--- config.mk ---
export PLATFORM = sky130hd
export DESIGN_NAME = sync_dualport_ram
export DESIGN_NICKNAME = d
export VERILOG_FILES = /design/src/rtl/sync_dualport_ram_pkg.sv /design/src/rtl/sync_dualport_ram.sv
export SDC_FILE = /design/constraint.sdc
export NUM_CORES = 1
export LEC_CHECK = 0
export BUFFER_PORTS_ARGS = -buffer_cell sky130_fd_sc_hd__buf_2
export CORE_ASPECT_RATIO = 1.1
export CORE_UTILIZATION = 60
export CTS_CLUSTER_SIZE = 16
export DETAILED_ROUTE_END_ITERATION = 10
export PLACE_DENSITY = 0.9
export REMOVE_ABC_BUFFERS = 1
export SYNTH_ARGS = -nofsm -noshare
export SYNTH_HDL_FRONTEND = slang
export SYNTH_SLANG_ARGS = --single-unit
--- constraint.sdc ---
create_clock -name clk -period 4.4 [get_ports clk]
set_clock_uncertainty 0.15 [all_clocks]
set_input_delay 0.88 -clock clk [delete_from_list [all_inputs] [get_ports clk]]
set_output_delay 0.88 -clock clk [all_outputs]
set_load 0.005 [all_outputs]
--- src/rtl/sync_dualport_ram_pkg.sv ---
// Shared constants for the simple dual-port scratch RAM.
// Default word width, depth and address width used by the RAM top.
package sync_dualport_ram_pkg;

    localparam int DATA_W = 8;
    localparam int DEPTH  = 16;
    localparam int ADDR_W = 4;

endpackage

--- src/rtl/sync_dualport_ram.sv ---
// Simple dual-port synchronous RAM: one write port, one registered read port.
// Reads see the contents from before the same edge's write (read-first).
module sync_dualport_ram
    import sync_dualport_ram_pkg::*;
#(
    parameter int width     = DATA_W,
    parameter int depth     = DEPTH,
    parameter int addr_size = ADDR_W
) (
    input  logic [width-1:0]     data_in,
    input  logic                 clk,
    input  logic                 rst,
    input  logic                 wr_en,
    input  logic                 rd_en,
    input  logic [addr_size-1:0] wr_addr,
    input  logic [addr_size-1:0] rd_addr,
    output logic [width-1:0]     data_out
);

    logic [depth-1:0][width-1:0] mem_q;
    logic [depth-1:0][width-1:0] mem_d;
    logic [width-1:0]            dout_q;
    logic [width-1:0]            dout_d;

    // Read samples mem_q, so a same-address write lands only on the next read.
    always_comb begin
        mem_d  = mem_q;
        dout_d = dout_q;
        if (wr_en) begin
            mem_d[wr_addr] = data_in;
        end
        if (rd_en) begin
            dout_d = mem_q[rd_addr];
        end
    end

    always_ff @(posedge clk) begin
        if (rst) begin
            mem_q  <= '0;
            dout_q <= '0;
        end else begin
            mem_q  <= mem_d;
            dout_q <= dout_d;
        end
    end

    assign data_out = dout_q;

endmodule

# Word-level counts from Yosys, hierarchy flattened
# Cells that the tools add are included.
# W data, S select, Z words.
[op_classes]
reduce_logical = 1
mux = 5
order_cmp = 3
[op_table]
columns = ["operator", "n"]
rows = [
  ["$bwmux W128", 1],
  ["$bmux W8 S4", 1],
  ["$demux W8 S4", 1],
  ["$mux W8", 2],
  ["$lt A4 B5 Y1 const B", 2],
  ["$ge A4 B1 Y1 const B", 1],
  ["$logic_and A1 B1 Y1", 1],
]
[word_totals]
output_inout_bits = 8
elab_cells = 26
regBits = 136

# Longest topological paths before layout
# Gate-level depths: netlist of run 1.
[logic_depth]
ltp_word = 5
mapped_depth = 7
mapped_depth_nobuf = 4

# Worst setup path after synthesis of run 1
# OpenSTA, ideal clock, no wires.
[synth_timing]
path_kind = "input -> register"
from = "input wr_addr[3]"
to = "register mem_q[31] (netlist bit)"
setup_slack_ns = 2.165
setup_ns = 0.128
arrival_ns = 1.957
path_stages = 6
path_cell_list = "buf_4 -> nand2b_1 -> buf_2 -> nor3_4 -> mux2i_1 -> nor2_1"
[synth_via]
elab_chain_cells = 5
[synth_rtl]
columns = ["item", "line", "rtl"]
rows = [
  ["start: declaration", "sync_dualport_ram.sv:15", "input logic [addr_size-1:0] wr_addr,"],
  ["$lt A4 B5 Y1 (not written as such) or $ge A4 B1 Y1 (tied branches)", "sync_dualport_ram.sv:30", "mem_d[wr_addr] = data_in;"],
  ["$logic_and A1 B1 Y1 (not written as such)", "sync_dualport_ram.sv:30", ""],
  ["$mux W8 (not written as such)", "sync_dualport_ram.sv:30", ""],
  ["$demux W8 S4 (*)", "sync_dualport_ram.sv:30", ""],
  ["$bwmux W128 (*)", "sync_dualport_ram.sv:30", ""],
  ["end signal: assignment", "sync_dualport_ram.sv:42", "mem_q <= mem_d;"],
  ["end: declaration", "sync_dualport_ram.sv:20", "logic [depth-1:0][width-1:0] mem_q;"],
]
# Mark *: on every way between the ends. The rest lies on a longest branch, timed or not.
# A chain may end at the register's enable or synchronous reset.

# Final worst setup path of run 1
[layout_timing]
from = "input wr_addr[3]"
to = "register mem_q[21] (netlist bit)"
# The elaborated chain is that of the path after synthesis.

==> flow_metrics.py, run 1 <==
metrics = {
    "routing": {
        "drt_iter0_drc": 664,
        "drc_errors": 0,
        "final_antenna_net_count": 0,
        "wl_per_cell_um": 21.1,
        "vias": 5254,
        "wirelength_um": 16700,
        "vias_per_cell": 6.62,
        "dr.pass1.iters": 6,
    },
    "logic_synthesis": {
        "syn_area_sq_um": 6010,
        "seq_area_frac_synth": 0.453,
        "postSynthCellCount": 669,
        "ys_ff_latch": 136,
        "ys.warnings.count": 0,
        "avgSynthCellArea_sq_um": 8.98,
        "ys_types": 23,
    },
    "global_route": {
        "grt_overflow": 0,
        "antenna_found_initial": 0,
        "grt_pass1_wl_um": 26000,
        "grt_usage": 0.325,
        "grt_pass1_vias": 5034,
        "grt_max_degree": 114,
    },
    "cells_and_area": {
        "nets": 685,
        "layout_common_cells": "136 x mux2i_1, 136 x dfxtp_1, 81 x nor2_1",
        "areaGrowthSynthToFinish_pct": 10.7,
        "final_cell_area_sq_um": 6650,
        "finalNonFillerCells": 794,
        "diodes": 0,
        "drive_above_1_share": 0.0945,
    },
    "pwr": {
        "pwr_density_cell_nw_per_um2": 426,
        "leakage_nw": 2.75,
        "peakVddDrop_uv": 248,
    },
    "floorplan": {
        "coreArea_sq_um": 9540,
        "die-area_sq_um": 10400,
        "pin_count": 28,
        "dieHeight_um": 107,
        "fp-row-count": 37,
        "die_x_um": 97.4,
        "floorplan.initialDensity": 0.630,
    },
    "sta": {
        "hold_viol": 0,
        "rsz0062_at_grt": "no",
        "relSlewSlack": 0.0765,
        "tightest_slew_ns": 1.38,
        "max_freq_ghz": 0.392,
        "finalSetupTns_ns": 0,
        "finalSetupViolCount": 0,
        "drv_slew": 0,
        "fin_crit_sh": 0.580,
        "period_needed_ns": 2.55,
    },
    "run_status": {
        "status": "finished, final reports clean",
    },
    "worst_setup_path": {
        "r2r_cells": 4,
        "path_class": "input pin to register",
        "cp_max_fo": 20,
        "required_ns": 4.62,
        "critPathLaunchType": "input pin",
        "cp_data_arrival_time_ns": 2.77,
        "crit_path_end_kind": "register",
    },
    "clocking": {
        "cts_tree": "built",
        "cts_root_buffer": "clkbuf_8",
        "cts_made_buffers": 17,
        "hold_buffers": 0,
        "cts.reportedPaths.clkPinSlew_ns": 0.06,
        "post_cts_resized": 0,
        "clk_latency_ns": 0.53,
        "cts.path.max_buffers": 2,
        "cts.sinks": 136,
        "cts_htree_levels": 4,
        "cts_setup_buffers": 0,
    },
    "placed_design": {
        "place_area_sq_um": 6080,
        "gp_congestion": 0.865,
        "hpwl_um": 9900,
        "place_inst": 763,
        "port_buffers": 27,
    },
    "min_path": {
        "hold_class": "register to register",
        "whs_path_depth": 2,
    },
    "job": {
        "maxCapViolCount": 0,
    },
}
## registers in the layout, summed over array words and instances, names as in the netlist
| name | flops |
|---|---|
| mem_q | 128 |
| data_out | 8 |
## cell usage after synthesis
cell | instances | area [sq um]
a21oi_1 | 64 | 320
a22oi_1 | 24 | 180
and2_1 | 1 | 6.26
buf_2 | 14 | 70.1
buf_4 | 2 | 15.0
buf_6 | 1 | 11.3
clkbuf_1 | 34 | 128
dfxtp_1 | 136 | 2720
mux2i_1 | 136 | 1360
nand2_1 | 74 | 278
nand2_4 | 1 | 11.3
nand2b_1 | 4 | 25.0
nand3_1 | 35 | 175
nand3b_1 | 2 | 15.0
nand3b_4 | 1 | 20.0
nor2_1 | 81 | 304
nor2b_1 | 2 | 12.5
nor3_4 | 3 | 48.8
nor3b_1 | 2 | 15.0
nor3b_2 | 1 | 12.5
nor4_4 | 1 | 21.3
o21ai_0 | 48 | 240
or3_1 | 2 | 12.5
## layer usage
metal / track usage / part of all wire
met1: 0.396 / 0.38
met4: 0.195 / 0.057
met5: 0 / 0
met2: 0.513 / 0.46
met3: 0.0893 / 0.10
## cell families after synthesis
logic type | count (synthesis) | synth area share
AOI/OAI and AO/OA | 136 | 0.123
buffers and inverters | 51 | 0.0373
DFF | 136 | 0.453
muxes | 136 | 0.227
and+or+nand+nor | 210 | 0.159
## worst max-delay path, cell delays in order
cell and delay (ns):
buf_2 0.24, nand2b_1 0.72, nand2b_1 0.59, mux2i_1 0.26, nor2_1 0.07
## worst paths after layout
| kind | startpoint | endpoint | slack, ns |
|---|---|---|---|
| worst max-delay path | wr_addr[3] | mem_q[21]$_SDFFE_PP0P_ | 1.85 |
| worst min-delay path | data_out[1]$_SDFFE_PP0P_ | data_out[1]$_SDFFE_PP0P_ | 0.31 |
| worst max register to register | mem_q[66]$_SDFFE_PP0P_ | data_out[2]$_SDFFE_PP0P_ | 3.08 |
| worst min register to register | data_out[1]$_SDFFE_PP0P_ | data_out[1]$_SDFFE_PP0P_ | 0.31 |
## metrics by stage
step	total power, mW	hold WS (ns)	setup WS (ns)	util
after floorplan	1.37	0.280	2.20	-
after global placement	1.48	0.288	1.45	0.637
after detailed placement	1.48	0.290	1.40	0.637
after CTS	2.82	0.304	1.92	0.697
after global routing	2.90	0.328	1.77	0.697
final	2.83	0.305	1.85	0.697
## area by class of cell
| class | count | area [sq um] |
|---|---|---|
| timing repair buffer | 28 | 148 |
| multi-input combinational | 482 | 3060 |
| clock inverter | 8 | 95.1 |
| fill | 666 | 2890 |
| tap | 117 | 146 |
| sequential | 136 | 2720 |
| clock buffer | 23 | 477 |
## where the power goes
part           switching [mW]  internal (mW)
Sequential             0.0116           1.25
Clock                   0.503          0.859
Combinational           0.145         0.0607
Power figures use the tool's default switching activity.
==> run 2, diff against run 1 <==
- CORE_UTILIZATION: 60 -> 55
- PLACE_DENSITY: 0.9 -> 0.87
- clock period: 4.4 -> 2.2 ns (I/O delays scaled with it)
==> run 2 against run 1 <==
Effect of this change:
- sequential share of layout area down 1.8 points
- worst hold slack got worse by 0.21 ns
- largest cell class unchanged
- non-clock buffer count rose by 32
- utilization shrank 3.3 points
- register-to-register slack got worse by 2.1 ns
- design area rose by 4.7%
- sequential power up 100%
- first-iteration DRC count down 5.1%
- critical path type unchanged
- clock-buffer cell count down 5
==> flow_metrics.py, run 2 (synthesized netlist as in run 1, its figures left out) <==
metrics = {
    "pwr": {
        "total_power_mw": 5.76,
        "leakage_nw": 2.91,
        "pwr_density_cell_nw_per_um2": 828,
        "peakVddDrop_uv": 575,
    },
    "routing": {
        "dr.pass1.iters": 5,
        "wl_per_cell_um": 19.4,
        "vias": 5276,
        "drc_errors": 0,
        "wirelength_um": 16600,
        "vias_per_cell": 6.19,
        "drt_iter0_drc": 630,
        "final_antenna_net_count": 0,
    },
    "placed_design": {
        "hpwl_um": 10400,
        "place_inst": 821,
        "post-place-ws_ns": 0.240,
        "port_buffers": 27,
        "place_area_sq_um": 6370,
        "gp_congestion": 0.859,
    },
    "cells_and_area": {
        "largest_register_ffs": 128,
        "finalNonFillerCells": 853,
        "nets": 717,
        "layout_common_cells": "136 x mux2i_1, 136 x dfxtp_1, 81 x nor2_1",
        "diodes": 0,
        "finish.utilization": 0.664,
        "drive_above_1_share": 0.139,
        "final_cell_area_sq_um": 6960,
        "areaGrowthSynthToFinish_pct": 15.9,
        "regMostFlops": "mem_q",
    },
    "global_route": {
        "grt_pass1_vias": 5213,
        "grt_usage": 0.306,
        "grt_max_degree": 69,
        "antenna_found_initial": 0,
        "grt_pass1_wl_um": 26500,
        "grt_overflow": 0,
    },
    "clocking": {
        "clk_latency_ns": 0.41,
        "post_cts_resized": 0,
        "hold_buffers": 0,
        "cts.reportedPaths.clkPinSlew_ns": 0.06,
        "cts_setup_buffers": 0,
        "cts_root_buffer": "clkbuf_16",
        "cts.sinks": 136,
        "cts_htree_levels": 4,
        "cts_tree": "built",
        "cts.path.max_buffers": 2,
        "cts_made_buffers": 17,
    },
    "floorplan": {
        "die-area_sq_um": 11300,
        "coreArea_sq_um": 10500,
        "floorplan.initialDensity": 0.572,
        "dieHeight_um": 112,
        "die_x_um": 102,
        "pin_count": 28,
        "fp-row-count": 39,
    },
    "worst_setup_path": {
        "r2r-end": "data_out[4]$_SDFFE_PP0P_",
        "r2r_slack_ns": 0.97,
        "cp_max_fo": 18,
        "cp_data_arrival_time_ns": 1.80,
        "r2r_cells": 4,
        "crit_family": "simple AND/OR/NAND/NOR gates",
        "required_ns": 2.38,
        "reg2reg_from": "mem_q[92]$_SDFFE_PP0P_",
        "crit_buf_inv": 2,
        "crit_slowest_cell": "nor2_1",
        "crit_path_end_kind": "register",
        "critPathLaunchType": "input pin",
        "worstPathCellList": "buf_2, nand2b_1, buf_4, nor2_1, nand2_1, a21oi_1",
        "path_class": "input pin to register",
        "max_stage_delay_ns": 0.42,
    },
    "min_path": {
        "whs_path_depth": 2,
        "hp-start": "rst",
        "whs_endpoint": "mem_q[41]$_SDFFE_PP0P_",
        "hold_class": "input pin to register",
    },
    "sta": {
        "postLayoutSetupSlackWorst_ns": 0.581,
        "hold_viol": 0,
        "drv_slew": 0,
        "hold_ws_ns": 0.0977,
        "max_freq_ghz": 0.618,
        "tightest_slew_ns": 0.689,
        "period_needed_ns": 1.62,
        "relSlewSlack": 0.541,
        "finalSetupTns_ns": 0,
        "rsz0062_at_grt": "no",
        "fin_crit_sh": 0.736,
        "finalSetupViolCount": 0,
    },
    "job": {
        "maxCapViolCount": 0,
    },
    "run_status": {
        "status": "finished, final reports clean",
    },
}
run 2: report_power, final:
part,switching [mW],total (mW),leakage (nW),internal (mW)
Sequential,0.0228,2.53,1.10,2.50
Combinational,0.292,0.441,1.53,0.149
Clock,1.09,2.79,0.279,1.70
Total,1.41,5.76,2.91,4.36
run 2: how the worst max path moves through the flow:
stage | from | end | slack, ns | cells past startpoint
after floorplan | wr_addr[1] | mem_q[32]$_SDFFE_PP0P_ | 0.44 | 4
after global placement | rd_addr[2] | data_out[0]$_SDFFE_PP0P_ | 0.32 | 6
after detailed placement | wr_addr[2] | mem_q[108]$_SDFFE_PP0P_ | 0.24 | 6
after CTS | wr_addr[3] | mem_q[56]$_SDFFE_PP0P_ | 0.61 | 6
after global routing | wr_addr[3] | mem_q[61]$_SDFFE_PP0P_ | 0.48 | 6
final | wr_addr[3] | mem_q[56]$_SDFFE_PP0P_ | 0.58 | 6
run 2: final cells by class:
class                   count  area, sq um
multi-input cells         482         3060
clock inverters            14          149
flip-flops and latches    136         2720
clock buffers              18          439
well taps                 143          179
repair buffers             60          413
fillers                   750         3530
run 2: worst register-to-register path, cell delays in order, from the launching register on:
cell     delay [ns]
dfxtp_1        0.34
mux2i_1        0.07
a22oi_1        0.29
nand3_1        0.20
nand3_1        0.12
run 2: routing by layer:
layer	vias to the layer above	routed length, um	part of all wire	global-route usage
met5	-	0	0	0
met4	0	800	0.048	0.157
met3	75	1610	0.097	0.0678
met2	331	7870	0.48	0.492
met1	2483	6280	0.38	0.383
li1	2387	-	-	-
==> run 3, diff against run 2 <==
- CORE_UTILIZATION: 55 -> 60
- PLACE_DENSITY: 0.87 -> 0.9
- clock period: 2.2 -> 1.56 ns (I/O delays scaled with it)
==> run 3 against run 2 <==
Effect of this change:
- the run now ends with negative setup slack left
- global-route usage increased by 6.1 points
- via count up 7.0%
- combinational power up 53%
- non-clock buffer count is 17 higher
- sequential cell count is the same
- die area decreased by 8.2%
- largest cell class unchanged
==> flow_metrics.py, run 3 (synthesized netlist as in run 1, its figures left out) <==
metrics = {
    "run_status": {
        "status": "complete, but fails checks",
        "violations": "negative setup slack",
    },
    "clocking": {
        "cts.reportedPaths.clkPinSlew_ns": 0.06,
        "cts_made_buffers": 17,
        "cts_root_buffer": "clkbuf_8",
        "cts.sinks": 136,
        "hold_buffers": 0,
        "cts_htree_levels": 4,
        "cts.path.max_buffers": 2,
        "cts_tree": "built",
        "post_cts_resized": 0,
        "cts_setup_buffers": 0,
        "clk_latency_ns": 0.54,
    },
    "floorplan": {
        "pin_count": 28,
        "floorplan.initialDensity": 0.630,
        "fp-row-count": 37,
        "die-area_sq_um": 10400,
        "dieHeight_um": 107,
        "die_x_um": 97.4,
        "coreArea_sq_um": 9540,
    },
    "global_route": {
        "grt_pass1_wl_um": 29300,
        "grt_usage": 0.368,
        "antenna_found_initial": 1,
        "grt_overflow": 0,
        "grt_pass1_vias": 5698,
        "grt_max_degree": 93,
    },
    "worst_setup_path": {
        "crit_path_end_kind": "output port",
        "cp_data_arrival_time_ns": 1.10,
        "reg2reg_from": "mem_q[45]$_SDFFE_PP0P_",
        "crit_family": "flip-flops",
        "max_stage_delay_ns": 0.41,
        "required_ns": 1.10,
        "r2r_slack_ns": 0.30,
        "r2r_cells": 4,
        "crit_buf_inv": 1,
        "worstPathCellList": "buf_2",
        "crit_slowest_cell": "dfxtp_1",
        "cp_max_fo": 2,
        "critPathLaunchType": "register",
        "r2r-end": "data_out[5]$_SDFFE_PP0P_",
        "path_class": "register to output port",
    },
    "routing": {
        "drc_errors": 0,
        "vias": 5645,
        "dr.pass1.iters": 8,
        "final_antenna_net_count": 0,
        "vias_per_cell": 6.70,
        "wirelength_um": 18600,
        "wl_per_cell_um": 22.0,
        "drt_iter0_drc": 616,
    },
    "sta": {
        "tightest_slew_ns": 0.686,
        "hold_ws_ns": 0.00717,
        "finalSetupViolCount": 1,
        "period_needed_ns": 1.56,
        "hold_viol": 0,
        "relSlewSlack": 0.543,
        "drv_slew": 0,
        "rsz0062_at_grt": "no",
        "postLayoutSetupSlackWorst_ns": -0.000855,
        "max_freq_ghz": 0.641,
        "fin_crit_sh": 1.00,
    },
    "cells_and_area": {
        "regMostFlops": "mem_q",
        "finalNonFillerCells": 843,
        "nets": 734,
        "final_cell_area_sq_um": 7100,
        "drive_above_1_share": 0.154,
        "n_fill_cell": 578,
        "largest_register_ffs": 128,
        "areaGrowthSynthToFinish_pct": 18.2,
        "layout_common_cells": "136 x mux2i_1, 136 x dfxtp_1, 81 x nor2_1",
    },
    "placed_design": {
        "post-place-ws_ns": -0.149,
        "place_inst": 812,
        "gp_congestion": 0.930,
        "port_buffers": 27,
        "place_area_sq_um": 6560,
        "hpwl_um": 11200,
    },
    "pwr": {
        "clock_power_share": 0.469,
        "peakVddDrop_uv": 689,
        "pwr_density_cell_nw_per_um2": 1130,
        "total_power_mw": 7.99,
        "seq_power_share": 0.447,
        "p_sw_mw": 1.94,
        "p_int_mw": 6.05,
        "p_comb_frac": 0.084,
        "leakage_nw": 3.01,
        "switching_share": 0.243,
    },
    "job": {
        "maxCapViolCount": 0,
    },
    "min_path": {
        "hp-start": "rst",
        "whs_endpoint": "mem_q[52]$_SDFFE_PP0P_",
        "whs_path_depth": 3,
        "hold_class": "input pin to register",
    },
}
## run 3: cell count changes in the layout (fill, tap and decap cells not counted), sizes merged
cell and change:
clkbuf +2, buf +17, clkinv +1, diode +1
clkinvlp -2, inv -3
## run 3: layout make-up
| cell class | instances | area [sq um] | area share |
|---|---|---|---|
| Antenna cell | 1 | 2.50 | 0.000352 |
| Clock buffer | 20 | 435 | 0.0613 |
| Clock inverter | 10 | 105 | 0.0148 |
| Multi-Input combinational cell | 482 | 3060 | 0.431 |
| Sequential cell | 136 | 2720 | 0.384 |
| Tap cell | 117 | 146 | 0.0206 |
| Timing Repair Buffer | 77 | 628 | 0.0885 |
## run 3: metrics by stage
| step | setup TNS (ns) | utilization |
|---|---|---|
| after global placement | -2.52 | 0.687 |
| after floorplan | -1.61 | - |
| final | -0.000855 | 0.744 |
| after detailed placement | -7.14 | 0.687 |
| after global routing | 0 | 0.744 |
| after CTS | 0 | 0.744 |
## run 3: worst max path at each step
stage / from / endpoint / cells after the start
floorplan: wr_addr[1] / mem_q[32]$_SDFFE_PP0P_ / 4
global placement: wr_addr[0] / mem_q[71]$_SDFFE_PP0P_ / 6
detailed placement: wr_en / mem_q[23]$_SDFFE_PP0P_ / 6
CTS: data_out[3]$_SDFFE_PP0P_ / data_out[3] / 1
global route: data_out[3]$_SDFFE_PP0P_ / data_out[3] / 1
finish: data_out[3]$_SDFFE_PP0P_ / data_out[3] / 1
## run 3: routing by layer
layer / vias up / global-route usage / wire length (um)
met5: - / 0 / 0
li1: 2427 / - / -
met4: 0 / 0.255 / 1260
met3: 142 / 0.141 / 2220
met1: 2632 / 0.417 / 6790
met2: 444 / 0.570 / 8310
## run 3: power groups by stage
stage               Sequential, mW  Clock [mW]  Combinational, mW
finish                        3.57        3.75              0.673
global route                  3.57        3.89              0.699
CTS                           3.56        3.72              0.646
detailed placement            3.64           0              0.629
global placement              3.63           0              0.610
floorplan                     3.63           0              0.248
